===== src/rtl/logic_reduce_unit_pkg.sv =====
// Shared definitions for the logic reduction unit: op encoding and the
// decode of an op into a base function plus output inversion.
package logic_reduce_unit_pkg;

    localparam logic [2:0] OP_AND    = 3'd0;
    localparam logic [2:0] OP_OR     = 3'd1;
    localparam logic [2:0] OP_XOR    = 3'd2;
    localparam logic [2:0] OP_NAND   = 3'd3;
    localparam logic [2:0] OP_NOR    = 3'd4;
    localparam logic [2:0] OP_XNOR   = 3'd5;
    localparam logic [2:0] OP_RSV_LO = 3'd6;

    typedef enum logic [1:0] {
        BASE_AND = 2'd0,
        BASE_OR  = 2'd1,
        BASE_XOR = 2'd2
    } base_e;

    typedef struct packed {
        base_e base;
        logic  inv;
        logic  rsv;
    } op_dec_t;

    // Reserved ops fall back to a plain OR so the datapath always does something defined.
    function automatic op_dec_t decode_op(input logic [2:0] op);
        op_dec_t d;
        d.base = BASE_OR;
        d.inv  = 1'b0;
        d.rsv  = (op >= OP_RSV_LO);
        case (op)
            OP_AND:  begin d.base = BASE_AND; d.inv = 1'b0; end
            OP_OR:   begin d.base = BASE_OR;  d.inv = 1'b0; end
            OP_XOR:  begin d.base = BASE_XOR; d.inv = 1'b0; end
            OP_NAND: begin d.base = BASE_AND; d.inv = 1'b1; end
            OP_NOR:  begin d.base = BASE_OR;  d.inv = 1'b1; end
            OP_XNOR: begin d.base = BASE_XOR; d.inv = 1'b1; end
            default: begin d.base = BASE_OR;  d.inv = 1'b0; end
        endcase
        return d;
    endfunction

endpackage


===== src/rtl/logic_reduce_unit_if.sv =====
// Bus bundle of the logic reduction unit: input beat, output result and status.
interface logic_reduce_unit_if #(
    parameter int WIDTH  = 8,
    parameter int NUM_IN = 4,
    parameter int CNT_W  = 8
);
    // Both sides use valid/ready: a transfer happens on a rising clk edge where
    // valid and ready are both high; valid (and its data) must hold until then.
    logic                      in_valid;
    logic                      in_ready;
    logic [NUM_IN*WIDTH-1:0]   in_data;
    logic [2:0]                op;
    logic                      acc_en;
    logic                      acc_clr;
    logic                      out_valid;
    logic                      out_ready;
    logic [WIDTH-1:0]          out_data;
    logic                      out_any;
    logic                      op_err;
    logic [CNT_W-1:0]          beat_cnt;

    modport master (
        output in_valid, in_data, op, acc_en, acc_clr, out_ready,
        input  in_ready, out_valid, out_data, out_any, op_err, beat_cnt
    );

    modport slave (
        input  in_valid, in_data, op, acc_en, acc_clr, out_ready,
        output in_ready, out_valid, out_data, out_any, op_err, beat_cnt
    );

endinterface


===== src/rtl/logic_reduce_tree.sv =====
// Combinational bitwise reduction of NUM_IN operands with a selectable base function.
module logic_reduce_tree
    import logic_reduce_unit_pkg::*;
#(
    parameter int WIDTH  = 8,
    parameter int NUM_IN = 4
) (
    input  logic [NUM_IN*WIDTH-1:0] i_data,
    input  base_e                   i_base,
    output logic [WIDTH-1:0]        o_red
);

    logic [WIDTH-1:0] w_red;

    always_comb begin
        w_red = i_data[WIDTH-1:0];
        for (int k = 1; k < NUM_IN; k++) begin
            case (i_base)
                BASE_AND: w_red = w_red & i_data[k*WIDTH +: WIDTH];
                BASE_OR:  w_red = w_red | i_data[k*WIDTH +: WIDTH];
                default:  w_red = w_red ^ i_data[k*WIDTH +: WIDTH];
            endcase
        end
    end

    assign o_red = w_red;

endmodule


===== src/rtl/logic_reduce_unit.sv =====
// Registered NUM_IN-way bitwise reduction with run-time op, accumulate mode,
// saturating beat counter and sticky reserved-op flag.
module logic_reduce_unit
    import logic_reduce_unit_pkg::*;
#(
    parameter int WIDTH  = 8,
    parameter int NUM_IN = 4,
    parameter int CNT_W  = 8
) (
    input  logic                 clk,
    input  logic                 rst_n,
    logic_reduce_unit_if.slave   bus
);

    logic             r_out_valid;
    logic [WIDTH-1:0] r_out_data;
    logic             r_out_any;
    logic             r_op_err;
    logic [CNT_W-1:0] r_beat_cnt;
    logic [WIDTH-1:0] r_acc;
    logic             r_acc_first;

    op_dec_t          w_dec;
    logic             w_accept;
    logic             w_consume;
    logic [WIDTH-1:0] w_red;
    logic [WIDTH-1:0] w_fold;
    logic             w_first;
    logic [WIDTH-1:0] w_new_acc;
    logic [WIDTH-1:0] w_pre;
    logic [WIDTH-1:0] w_res;
    logic [CNT_W-1:0] w_cnt_base;

    assign w_dec     = decode_op(bus.op);
    assign w_accept  = bus.in_valid && bus.in_ready;
    assign w_consume = r_out_valid && bus.out_ready;

    logic_reduce_tree #(.WIDTH(WIDTH), .NUM_IN(NUM_IN)) u_tree (
        .i_data (bus.in_data),
        .i_base (w_dec.base),
        .o_red  (w_red)
    );

    // Second, two-input tree folds the new reduction into the running accumulator.
    logic_reduce_tree #(.WIDTH(WIDTH), .NUM_IN(2)) u_fold (
        .i_data ({w_red, r_acc}),
        .i_base (w_dec.base),
        .o_red  (w_fold)
    );

    // A same-edge clear makes this beat the first one of a fresh accumulation.
    assign w_first    = bus.acc_clr || r_acc_first;
    assign w_new_acc  = w_first ? w_red : w_fold;
    assign w_pre      = bus.acc_en ? w_new_acc : w_red;
    assign w_res      = w_dec.inv ? ~w_pre : w_pre;
    assign w_cnt_base = bus.acc_clr ? '0 : r_beat_cnt;

    always_ff @(posedge clk or negedge rst_n) begin
        if (!rst_n) begin
            r_out_valid <= 1'b0;
            r_out_data  <= '0;
            r_out_any   <= 1'b0;
            r_op_err    <= 1'b0;
            r_beat_cnt  <= '0;
            r_acc       <= '0;
            r_acc_first <= 1'b1;
        end else begin
            if (bus.acc_clr) begin
                r_acc       <= '0;
                r_acc_first <= 1'b1;
                r_beat_cnt  <= '0;
            end
            if (w_accept) begin
                r_out_valid <= 1'b1;
                r_out_data  <= w_res;
                r_out_any   <= |w_res;
                if (w_dec.rsv) begin
                    r_op_err <= 1'b1;
                end
                if (bus.acc_en) begin
                    r_acc       <= w_new_acc;
                    r_acc_first <= 1'b0;
                    r_beat_cnt  <= (&w_cnt_base) ? w_cnt_base : w_cnt_base + 1'b1;
                end
            end else if (w_consume) begin
                r_out_valid <= 1'b0;
            end
        end
    end

    assign bus.in_ready  = !r_out_valid || bus.out_ready;
    assign bus.out_valid = r_out_valid;
    assign bus.out_data  = r_out_data;
    assign bus.out_any   = r_out_any;
    assign bus.op_err    = r_op_err;
    assign bus.beat_cnt  = r_beat_cnt;

endmodule


===== src/flat_wrapper.sv =====
// flat-port wrapper written by rule: the top's interface ports become plain ports
module logic_reduce_unit_flat import logic_reduce_unit_pkg::*;
#(
    parameter int WIDTH  = 8,
    parameter int NUM_IN = 4,
    parameter int CNT_W  = 8
)
  (clk, rst_n, bus_in_valid, bus_in_data, bus_op, bus_acc_en, bus_acc_clr, bus_out_ready, bus_in_ready, bus_out_valid, bus_out_data, bus_out_any, bus_op_err, bus_beat_cnt);
  logic_reduce_unit_if #(.WIDTH(WIDTH), .NUM_IN(NUM_IN), .CNT_W(CNT_W)) bus_i ();
  input  logic clk;
  input  logic rst_n;
  input wire logic [$bits(bus_i.in_valid)-1:0] bus_in_valid;
  input wire logic [$bits(bus_i.in_data)-1:0] bus_in_data;
  input wire logic [$bits(bus_i.op)-1:0] bus_op;
  input wire logic [$bits(bus_i.acc_en)-1:0] bus_acc_en;
  input wire logic [$bits(bus_i.acc_clr)-1:0] bus_acc_clr;
  input wire logic [$bits(bus_i.out_ready)-1:0] bus_out_ready;
  output wire logic [$bits(bus_i.in_ready)-1:0] bus_in_ready;
  output wire logic [$bits(bus_i.out_valid)-1:0] bus_out_valid;
  output wire logic [$bits(bus_i.out_data)-1:0] bus_out_data;
  output wire logic [$bits(bus_i.out_any)-1:0] bus_out_any;
  output wire logic [$bits(bus_i.op_err)-1:0] bus_op_err;
  output wire logic [$bits(bus_i.beat_cnt)-1:0] bus_beat_cnt;
  assign bus_i.in_valid = bus_in_valid;
  assign bus_i.in_data = bus_in_data;
  assign bus_i.op = bus_op;
  assign bus_i.acc_en = bus_acc_en;
  assign bus_i.acc_clr = bus_acc_clr;
  assign bus_i.out_ready = bus_out_ready;
  assign bus_in_ready = bus_i.in_ready;
  assign bus_out_valid = bus_i.out_valid;
  assign bus_out_data = bus_i.out_data;
  assign bus_out_any = bus_i.out_any;
  assign bus_op_err = bus_i.op_err;
  assign bus_beat_cnt = bus_i.beat_cnt;
  logic_reduce_unit #(.WIDTH(WIDTH), .NUM_IN(NUM_IN), .CNT_W(CNT_W)) u_core (.clk(clk), .rst_n(rst_n), .bus(bus_i));
endmodule

===== config.mk =====
export PLATFORM = sky130hd
export DESIGN_NAME = logic_reduce_unit_flat
export DESIGN_NICKNAME = d
export VERILOG_FILES = /design/src/rtl/logic_reduce_unit_pkg.sv /design/src/rtl/logic_reduce_unit_if.sv /design/src/rtl/logic_reduce_tree.sv /design/src/rtl/logic_reduce_unit.sv /design/src/flat_wrapper.sv
export SDC_FILE = /design/constraint.sdc
export NUM_CORES = 1
export LEC_CHECK = 0
export BUFFER_PORTS_ARGS = -buffer_cell sky130_fd_sc_hd__buf_2
export CAP_MARGIN = 0
export CORE_UTILIZATION = 56
export DETAILED_ROUTE_END_ITERATION = 10
export PLACE_DENSITY = 0.91
export SLEW_MARGIN = 20
export SYNTH_ARGS = -nofsm -noshare
export SYNTH_HDL_FRONTEND = slang
export SYNTH_SLANG_ARGS = --single-unit

===== constraint.sdc =====
create_clock -name clk -period 2.5 [get_ports clk]
set_input_delay 0.125 -clock clk [delete_from_list [all_inputs] [get_ports clk]]
set_output_delay 0.125 -clock clk [all_outputs]
set_load 0.01 [all_outputs]

==> results.txt, run 1 <==
The tools report the buffer type at the clock tree root as sky130_fd_sc_hd__clkbuf_8. The chip height is 80.5 µm. In this run the biggest area consumer among cell types represents 23.6% of the synthesized area. In the global route stage, overall resource usage came out at 88.7%. The die width is 80.5 µm. For the share of synthesized area occupied by flip-flops and latches, the log shows 20.3%. The pin ending the worst setup path after global-route repair was u_core.bus.out_any$_DFFE_PN0P_/D.

For this design, the sink count on the clock tree is 28. The congestion estimate from routability-driven global placement came to 0.838. Entering global routing, the biggest net connects 29 pins. sky130_fd_sc_hd__ha_1 takes more of the synthesized area than any other cell.

Synthesis produced a netlist whose cell count is 423. After the last repair the worst path ends at a sequential cell input. Averaged over all synthesized cells, the footprint is 8.15 µm².

Synthesis produced a netlist with a net count of 529. The number of buffers added by the clock tree synthesis step is 3. Counting flops with a built-in enable in the synthesized netlist gives 0. It got as far as 5_1_grt and failed there. The run gives 53 as the number of different library cells in the post-synthesis netlist. The number of storage elements in the synthesis netlist is 28, and the summed instance area of the synthesized netlist is 0.00345 mm². Number of H-tree levels: 1. The HPWL reported at the end of detailed placement was 7.16 mm. The tools report the total placed cells including tap cells as 621. The number of port buffers is 60. The flow did not finish. No sink is reached through more buffers than the 2 on the longest clock path.

The tool reported: "[ERROR GRT-0232] Routing congestion too high. Check the congestion heatmap in the GUI". Sorting the synthesized cells by area gives the leading types as sky130_fd_sc_hd__ha_1 24%, sky130_fd_sc_hd__dfrtp_1 20%, sky130_fd_sc_hd__inv_1 8.9%, sky130_fd_sc_hd__nand2_1 4.7%, sky130_fd_sc_hd__o21ai_0 2.9%. The run gives 28 as the number of placement rows. The Yosys step of the flow raised 0 warnings. The global-route congestion overflow total was 326; the I/O pin total was 61.

Once the floorplan was initialized, standard cells occupied 58.3% of the core. The most used flip-flop cell after synthesis is sky130_fd_sc_hd__dfrtp_1. After synthesis, the share of flip-flops with an asynchronous set or reset is 100%.
## cell families after synthesis
| kind of cell | count (synthesis) | synth area share (%) |
|---|---|---|
| and+or+nand+nor | 97 | 13.6 |
| adders and majority gates | 65 | 23.6 |
| AOI/OAI and AO/OA | 103 | 22.9 |
| xor gates and xnor gates | 13 | 3.52 |
| muxes | 13 | 4.28 |
| buffers and inverters | 104 | 11.9 |
| DFF | 28 | 20.3 |
## Yosys cell counts, types with 3 or more instances
cell type / count
sky130_fd_sc_hd__nand2b_1: 3
sky130_fd_sc_hd__mux2i_1: 8
sky130_fd_sc_hd__o2bb2ai_1: 4
sky130_fd_sc_hd__inv_1: 82
sky130_fd_sc_hd__mux2_2: 4
sky130_fd_sc_hd__o22ai_1: 13
sky130_fd_sc_hd__ha_1: 65
sky130_fd_sc_hd__or3b_2: 3
sky130_fd_sc_hd__nand3b_1: 4
sky130_fd_sc_hd__clkbuf_1: 10
sky130_fd_sc_hd__a22oi_1: 8
sky130_fd_sc_hd__o211ai_1: 12
sky130_fd_sc_hd__dfrtp_1: 27
sky130_fd_sc_hd__nor2b_1: 5
sky130_fd_sc_hd__a222oi_1: 4
sky130_fd_sc_hd__nand2_1: 43
sky130_fd_sc_hd__buf_2: 6
sky130_fd_sc_hd__o21ai_0: 20
sky130_fd_sc_hd__buf_4: 3
sky130_fd_sc_hd__o21bai_1: 3
sky130_fd_sc_hd__xnor2_1: 8
sky130_fd_sc_hd__a21oi_1: 3
sky130_fd_sc_hd__nor2_1: 13
sky130_fd_sc_hd__o221ai_1: 9
sky130_fd_sc_hd__xor2_1: 4
sky130_fd_sc_hd__o31ai_1: 3
sky130_fd_sc_hd__nand3_1: 5
sky130_fd_sc_hd__o221a_2: 8
sky130_fd_sc_hd__buf_1: 3
sky130_fd_sc_hd__nor3_1: 9
## per-stage QoR
step	hold slack [ps]	TNS, ps	worst slack [ps]	utilization, %	cell area [µm²]
floorplan	-171	-17380	-1510	-	3620
CTS	70.8	-15220	-1200	90.8	5380
global placement	166	-20310	-1580	75.7	4480
detailed placement	171	-23300	-1780	75.7	4480
## metal layers
layer / GRT overflow / global-route usage [%]
met1: 8 / 83.3
met2: 232 / 118
met3: 4 / 58.2
met4: 82 / 106
met5: 0 / 4.55
## timing repair
item	4_1_cts
setup buffers	44
hold buffers	1
cloned	0
pin swaps	60
gates resized for setup	102
hold endpoints to repair	27
setup endpoints to repair	17
==> run 2, diff against run 1 <==
--- a/config.mk
+++ b/config.mk
@@ -7,9 +7,9 @@
 export LEC_CHECK = 0
 export BUFFER_PORTS_ARGS = -buffer_cell sky130_fd_sc_hd__buf_2
 export CAP_MARGIN = 0
-export CORE_UTILIZATION = 56
+export CORE_UTILIZATION = 40
 export DETAILED_ROUTE_END_ITERATION = 10
-export PLACE_DENSITY = 0.91
+export PLACE_DENSITY_LB_ADDON = 0.15
 export SLEW_MARGIN = 20
 export SYNTH_ARGS = -nofsm -noshare
 export SYNTH_HDL_FRONTEND = slang
==> run 2 against run 1 <==
  * The flow now finishes, with violations (setup timing)
  * Synthesized area unchanged
  * Synthesized cell count did not move
==> results.txt, run 2 <==
IR analysis of the VDD net gives a maximum drop of 248 µV. The die width came out at 94.9 µm (was 80.5 µm). For the worst setup path, the data arrival time is 3810 ps. The endpoint kind of the worst setup timing path was a register. Setup violations remaining at the end of the flow were counted as 17. Wire segments on met2 add up to 5.38 mm in the final route. Cell types occupying the most area after synthesis: sky130_fd_sc_hd__ha_1 24%, sky130_fd_sc_hd__dfrtp_1 20%, sky130_fd_sc_hd__inv_1 8.9%, sky130_fd_sc_hd__nand2_1 4.7%, sky130_fd_sc_hd__o21ai_0 2.9% (unchanged). The count of unresolved DRC violations after routing is 0, and the highest clock frequency the design can meet is 274 MHz. The final clock period utilization by the worst path works out to 146%. The top metal layer carrying routed signals is met4.

After detailed routing, the wire length on met1 is 4.64 mm. The chip height came out at 94.9 µm (was 80.5 µm). Number of port buffers: 60 (unchanged). The tools report the type of element launching the critical path as an input port. Max-cap violations in this run came to 0. The xor and xnor area share after synthesis was 3.52% (unchanged). Initial antenna violation count: 0. The flow ran to the end, but the final reports show violations.

The routed design uses 285 µm of met3 wire. Leading cell types by count after synthesis: 82 x sky130_fd_sc_hd__inv_1, 65 x sky130_fd_sc_hd__ha_1, 43 x sky130_fd_sc_hd__nand2_1 (unchanged). The share of synthesized area occupied by flip-flops and latches is 20.3% (unchanged), and the synthesis-to-layout area growth is 68.5%. The total global routing track utilization is 22.9%. The most common cell in the synthesized netlist was sky130_fd_sc_hd__inv_1 (unchanged). The buffer type at the clock tree root is sky130_fd_sc_hd__clkbuf_8 (unchanged). The finished cells cover 0.00581 mm². For the final weighted congestion of routability-driven global placement, the log shows 0.788 (was 0.838). The logs give 3,712 for the number of global-route vias before repair and 42.7% for the worst relative slew slack.

The most frequently used flop master after synthesis was sky130_fd_sc_hd__dfrtp_1 (unchanged). For the clock net sink count, the log shows 28 (unchanged). The post-synthesis async set-or-reset flop share works out to 100% (unchanged). In this run the worst hold path is classified as in -> reg. Number of storage elements in the synthesis netlist: 28 (unchanged). The max-slew violation count is 0.

The worst hold slack was 66.4 ps. The main combinational cell family by area after synthesis is adder cells (unchanged). The cell type with the highest aggregate area in the netlist was sky130_fd_sc_hd__ha_1 (unchanged).

The clock tree buffer depth is 2 (unchanged), and the worst clock skew on the final layout is 2.51 ps. The later pin in the worst-skew pair is clocked with a latency of 280 ps. The multiplexer fraction of the synthesized cell area is 4.28% (unchanged), and the wire length reported by the detailed router is 10.4 mm. The total number of vias was 3,677; the number of iterations in the first detailed-routing pass was 5. TritonCTS built the clock tree. For the number of buffers added by the clock tree synthesis step, the log shows 3 (unchanged). For this block, the initial DRC count from the detailed router was 158.

The global-route congestion overflow total is 0, and the via density per instance is 5.22. The most frequent standard cell in the layout excluding fill and tap cells is sky130_fd_sc_hd__buf_4. The highest net fanout along the worst path was 5.

Adder and majority gate portion of the synthesized area: 23.6% (unchanged). The region available for standard cell placement spans 0.00830 mm². The number of warnings issued by yosys is 0 (unchanged), and the basic-gate share of the synthesized area counting and, or, nand and nor cells is 13.6% (unchanged). At the end of the flow, the number of nets in the layout was 706. The post-synthesis net count was 529 (unchanged); the routed wirelength normalized by instance count was 14.8 µm. The summed instance area of the synthesized netlist is 0.00345 mm² (unchanged), and the count of antenna diodes in the layout is 0. The logs give 0 for the number of nets still failing antenna checks after routing and 2670 ps for the required time at the worst-slack endpoint. Setup repair after global routing could not meet its margin everywhere. The first global-routing pass estimated 16.7 mm of wire. The maximum number of pins on one net before global-route repair was 29; the average cell area after synthesis was 8.15 µm² (unchanged). The worst path needs 3650 ps of the cycle, external delays included.

The clock input transition at the sequential cells of the worst setup and hold paths was 100 ps. The post-layout worst setup margin was -1150 ps; the number of synthesized flops with an enable pin was 0 (unchanged). The fraction of the mapped netlist area in compound gates was 22.9% (unchanged); the die outline area was 0.00900 mm². Summed over all cells, the static leakage comes to 0.00279 µW.

The pin slew with the least headroom to its limit was 854 ps. In the layout the commonest cells are 107 x sky130_fd_sc_hd__buf_4, 55 x sky130_fd_sc_hd__buf_2, 54 x sky130_fd_sc_hd__inv_1. The starting density of the core came out at 41.6% (was 58.3%). The I/O pin total came out at 61 (unchanged).

The number of different library cells in the post-synthesis netlist was 53 (unchanged); the power per unit of standard cell area was 406 mW/mm². The final reports fail on setup timing. The area share of the leading cell type in the synthesized netlist is 23.6% (unchanged), and the HPWL reported at the end of detailed placement is 6.61 mm (was 7.16 mm).

Of the cells placed in the final design, the portion with a size suffix greater than 1 is 55.9%. The run gives 0.00454 mm² (was 0.00448 mm²) as the instance area after placement. The number of endpoints with negative hold slack in the final report is 0, and the number of H-tree levels is 1 (unchanged). For the number of placement rows, the log shows 33 (was 28).

The tools report the cell count after synthesis as 423 (unchanged). The worst setup path is of the in -> reg kind.
run 2: cell counts after synthesis:
No cell type changed its count.
run 2: layer usage:
layer	global-route usage [%]	up-vias
met4	4.55	0
li1	-	1824
met3	1.21	11
met1	28.0	1761
met2	43.9	81
met5	0	-
run 2: worst paths after layout:
kind                                               startpoint                            endpoint  slack (ps)  cells past startpoint
min reg2reg                u_core.bus.out_data[3]$_DFFE_PN0P_  u_core.bus.out_data[3]$_DFFE_PN0P_         490                      2
min                                              bus_in_valid    u_core.bus.out_valid$_DFFE_PN0P_          70                      2
max in group asynchronous                               rst_n    u_core.bus.beat_cnt[0]$_DFF_PN0_        1680                      2
max                                                 bus_op[0]      u_core.bus.out_any$_DFFE_PN0P_       -1150                     21
min in group asynchronous                               rst_n           u_core.r_acc[5]$_DFF_PN0_         400                      2
max reg2reg                         u_core.r_acc[2]$_DFF_PN0_      u_core.bus.out_any$_DFFE_PN0P_         440                      8
run 2: timing repair:
action,CTS,global route
cloned,1,0
hold endpoints to repair,27,0
buffers inserted,40,16
pin swaps,71,41
hold buffers,1,0
setup endpoints to repair,17,17
gates resized for setup,120,55
run 2: area by class of cell:
cell class / instances / area [µm²]
clock buffer: 4 / 55.1
inverter: 82 / 315
multi-input combinational: 292 / 3160
timing repair buffer: 193 / 1440
fill: 628 / 2490
sequential: 28 / 702
tap: 105 / 131
run 2: critical path, stage by stage:
cell	delay [ps]
sky130_fd_sc_hd__buf_12	110
sky130_fd_sc_hd__nor2b_4	140
sky130_fd_sc_hd__buf_4	160
sky130_fd_sc_hd__nand2_1	80
sky130_fd_sc_hd__o221ai_2	90
sky130_fd_sc_hd__o21ai_2	180
sky130_fd_sc_hd__inv_2	70
sky130_fd_sc_hd__ha_4	260
sky130_fd_sc_hd__o221a_4	210
sky130_fd_sc_hd__inv_4	40
sky130_fd_sc_hd__ha_4	250
sky130_fd_sc_hd__inv_2	20
sky130_fd_sc_hd__a222oi_1	430
sky130_fd_sc_hd__inv_1	130
sky130_fd_sc_hd__ha_1	310
sky130_fd_sc_hd__inv_1	40
sky130_fd_sc_hd__a222oi_1	370
sky130_fd_sc_hd__mux2i_1	180
sky130_fd_sc_hd__or3_1	380
sky130_fd_sc_hd__o22ai_1	130
sky130_fd_sc_hd__a31oi_1	100
run 2: power breakdown:
| group | switching (µW) | internal, µW | leakage [µW] |
|---|---|---|---|
| Sequential | 36.7 | 506 | 0.000354 |
| Combinational | 685 | 835 | 0.00241 |
| Clock | 154 | 142 | 0.0000288 |
run 2: through the flow:
| stage | instances | utilization, % | setup WS (ps) | total power [µW] | setup TNS, ps |
|---|---|---|---|---|---|
| CTS | 694 | 66.2 | -1100 | 2160 | -12790 |
| finish | 704 | 70.0 | -1150 | 2360 | -14200 |
| global placement | 654 | 54.7 | -1550 | 1500 | -20820 |
| floorplan | 423 | - | -1510 | 1140 | -17380 |
| detailed placement | 654 | 54.7 | -1630 | 1530 | -21890 |
| global route | 704 | 70.0 | -1330 | 2510 | -17020 |
run 2: logic make-up after synthesis:
group | count (synthesis)
buf+inv | 104
compound gates | 103
simple gates | 97
fa+ha+maj | 65
flops | 28
xor+xnor | 13
mux | 13
Note: power is estimated with default switching activity, not from simulation.
==> run 3, diff against run 2 <==
--- a/config.mk
+++ b/config.mk
@@ -14,3 +14,4 @@
 export SYNTH_ARGS = -nofsm -noshare
 export SYNTH_HDL_FRONTEND = slang
 export SYNTH_SLANG_ARGS = --single-unit
+export TNS_END_PERCENT = 1
==> run 3 against run 2 <==
  * The run still ends with setup timing left
  * Clock-buffer cell count unchanged
  * Register-to-register slack worse by 80 ps
  * Via count down 2.1%
  * Critical path depth unchanged
  * Non-clock buffer count down 2
  * Worst setup slack worse by 62 ps
  * Hold slack better by 3.2 ps
  * Clock power down 2%
  * Clock skew up 1.7 ps
  * Core utilization down 5.4 points
  * Routed wire length down 12%
  * Largest cell class unchanged
==> results.txt, run 3 (synthesis gave the netlist of run 2 again) <==
The power per unit of standard cell area is 392 mW/mm² (was 406 mW/mm²). The number of buffer and inverter instances along the worst setup path came out at 8 (was 7). For the I/O pin total, the log shows 61 (unchanged).

The final weighted congestion of routability-driven global placement is 0.803 (was 0.788). The final clock period utilization by the worst path was 148% (was 146%); the post-layout worst setup margin was -1210 ps (was -1150 ps). Violations in the final reports: setup timing (unchanged). The highest net fanout along the worst path was 4 (was 5). The sequential cell fraction of total power is 25.7% (was 23.0%).

The data arrival time of the worst path is 3870 ps (was 3810 ps), and the die outline area is 0.00900 mm² (unchanged). The highest clock frequency the design can meet was 270 MHz (was 274 MHz); the share of total power consumed by net switching was 36.1% (was 37.1%). The count of maximum capacitance violations is 0 (unchanged).

The run finished, with violations left. The synthesis-to-layout area growth is 55.5% (was 68.5%). The maximum number of pins on one net before global-route repair was 29 (unchanged); the via density per instance was 5.13 (was 5.22). The number of buffers added by the clock tree synthesis step is 3 (unchanged). The tools report the buffer type at the clock tree root as sky130_fd_sc_hd__clkbuf_8 (unchanged). The core outline area is 0.00830 mm² (unchanged), and the count of antenna diodes in the layout is 0 (unchanged). The global-route wire length before repair was 15.6 mm (was 16.7 mm); the total number of vias was 3,600 (was 3,677). The tools report the number of nets still failing antenna checks after routing as 0 (unchanged).

For the count of unresolved DRC violations after routing, the log shows 0 (unchanged). The number of nets in the finished design is 704 (was 706). The number of inserted filler cells in the final layout is 698 (was 628). The slowest stage cell on the critical path is sky130_fd_sc_hd__a222oi_1 (unchanged).

The HPWL reported at the end of detailed placement is 6.48 mm (was 6.61 mm), and the number of global-route vias before repair is 3,567 (was 3,712). Worst relative slew slack: 42.8% (was 42.7%). The die width came out at 94.9 µm (unchanged). The maximum single-stage delay on the critical path is 420 ps (was 430 ps), and the clock net sink count is 28 (unchanged). The number of H-tree levels was 1 (unchanged); the number of endpoints with negative hold slack in the final report was 0 (unchanged).

Wire length reported by the detailed router: 9.22 mm (was 10.4 mm). Endpoint kind of the worst setup timing path: a register (unchanged). The most numerous cell type found on the critical path is sky130_fd_sc_hd__ha_4. The run gives 142 (was 158) as the initial detailed-routing violation count. The tools report the global-route congestion overflow total as 0 (unchanged). The routed wirelength normalized by instance count was 13.1 µm (was 14.8 µm). The run gives 280 ps (about the same) as the clock latency on the worst-skew pair.

The final count of negative-setup-slack endpoints was 17 (unchanged); the share of final-layout standard cells stronger than drive strength 1 was 47.2% (was 55.9%). The number of iterations in the first detailed-routing pass is 4 (was 5), and the instance area after placement is 0.00458 mm² (was 0.00454 mm²). The number of placement rows was 33 (unchanged); the worst clock skew on the final layout was 4.19 ps (was 2.51 ps). The switching power was 758 µW (was 875 µW); the worst supply voltage drop on vdd was 235 µV (was 248 µV). For the starting density of the core, the log shows 41.6% (unchanged).

Clock period minus final worst setup slack: 3710 ps (was 3650 ps). Setup repair after global routing could not meet its margin everywhere. Most frequent cells in the layout: 125 x sky130_fd_sc_hd__buf_4, 70 x sky130_fd_sc_hd__inv_1, 57 x sky130_fd_sc_hd__buf_2 (was 107 x sky130_fd_sc_hd__buf_4, 55 x sky130_fd_sc_hd__buf_2, 54 x sky130_fd_sc_hd__inv_1).

The logs give 2660 ps (was 2670 ps) for the required time at the worst-slack endpoint and 64.6% (was 70.0%) for the share of the core filled with cells. The total global routing track utilization came out at 21.4% (was 22.9%). Cells along the critical path: buf_12 -> xor2_4 -> buf_6 -> o221ai_2 -> o21ai_1 -> buf_4 -> inv_4 -> ha_4 -> o221a_4 -> inv_2 -> ha_4 -> inv_2 -> a222oi_1 -> inv_1 -> ha_4 -> inv_1 -> a222oi_1 -> mux2i_1 -> or3_1 -> o22ai_2 -> a31oi_2 (was buf_12 -> nor2b_4 -> buf_4 -> nand2_1 -> o221ai_2 -> o21ai_2 -> inv_2 -> ha_4 -> o221a_4 -> inv_4 -> ha_4 -> inv_2 -> a222oi_1 -> inv_1 -> ha_1 -> inv_1 -> a222oi_1 -> mux2i_1 -> or3_1 -> o22ai_1 -> a31oi_1). The tools report the type of element launching the critical path as an input port (unchanged). The initial antenna violation count is 0 (unchanged), and the leakage power is 0.00271 µW (was 0.00279 µW). The family with the most delay on the worst path was compound AO/OA/AOI/OAI gates (unchanged). Classification of the worst setup path: in -> reg (unchanged).

The combinational group share of total power was 60.6% (was 64.4%). The pin slew with the least headroom to its limit works out to 835 ps (was 854 ps). The area occupied by multi-input gates was 0.00283 mm² (was 0.00316 mm²). The part of the total power dissipated in the clock network was 13.7% (was 12.5%); the chip height was 94.9 µm (unchanged). The number of port buffers was 60 (unchanged). Classification of the worst-slack hold path: in -> reg (unchanged).

TritonCTS built the clock tree. The max-slew violation count was 0 (unchanged); the clock tree buffer depth was 2 (unchanged). For the area taken by flip-flops and latches, the log shows 702 µm² (unchanged). The internal power component was 1340 µW (was 1480 µW). The clock input transition at the sequential cells of the worst setup and hold paths is 100 ps (about the same). Most frequent standard cell in the layout excluding fill and tap cells: sky130_fd_sc_hd__buf_4 (unchanged). The area of all placed cells without fillers is 0.00536 mm² (was 0.00581 mm²).
==> run 3: worst paths after layout <==
kind	from	to	slack, ps	cells past startpoint
min in group asynchronous	rst_n	u_core.bus.out_data[4]$_DFFE_PN0P_	400	2
min	bus_in_valid	u_core.bus.out_valid$_DFFE_PN0P_	70	2
max in group asynchronous	rst_n	u_core.bus.beat_cnt[1]$_DFF_PN0_	1670	2
max	bus_op[0]	u_core.bus.out_any$_DFFE_PN0P_	-1210	21
max reg2reg	u_core.r_acc[3]$_DFF_PN0_	u_core.bus.out_any$_DFFE_PN0P_	360	8
min reg2reg	u_core.bus.op_err$_DFFE_PN0P_	u_core.bus.op_err$_DFFE_PN0P_	480	1
==> run 3: worst reg2reg max path, delay by kind of cell, from the launching register on <==
| family | cells | cell delay, ps |
|---|---|---|
| compound gates | 3 | 660 |
| flops | 1 | 410 |
| simple gates | 1 | 360 |
| fa+ha+maj | 1 | 250 |
| mux | 1 | 210 |
| buf+inv | 2 | 130 |
==> run 3: layer usage <==
metal	global-route usage (%)	vias to the layer above	share of wire, %
li1	-	1815	-
met1	27.0	1685	45
met2	38.5	86	50
met3	1.69	14	3.6
met4	6.19	0	1.5
met5	0	-	0
==> run 3: power by group through the flow <==
stage | sequential, µW | clock (µW) | combinational [µW]
finish | 541 | 288 | 1270
global route | 548 | 313 | 1420
CTS | 542 | 293 | 1220
detailed placement | 549 | 0 | 985
global placement | 545 | 0 | 957
floorplan | 562 | 0 | 550
==> run 3: per-stage QoR <==
stage / setup TNS, ps / std cells / setup WS, ps / hold WS (ps) / power (µW)
after floorplan: -18500 / 423 / -1520 / -171 / 1110
after global placement: -21720 / 665 / -1620 / 195 / 1500
after detailed placement: -22910 / 665 / -1700 / 191 / 1530
after CTS: -15170 / 696 / -1170 / 63.8 / 2060
after global routing: -18670 / 702 / -1430 / 71.1 / 2280
final: -15110 / 702 / -1210 / 69.6 / 2100
==> run 3: final cells by class <==
class | instances | area share, %
multi-input combinational | 292 | 52.7
sequential | 28 | 13.1
inverter | 82 | 5.78
clock buffer | 4 | 1.03
timing repair buffer | 191 | 24.9
tap | 105 | 2.45
==> run 3: repair_timing <==
action                                  CTS  global route
resized for setup                        77            16
hold buffers                              1             0
hold endpoints to repair                 27             0
pin swaps                                51            26
gates cloned                              1             0
endpoints found under the setup margin   17            17
buffers inserted                         26             6
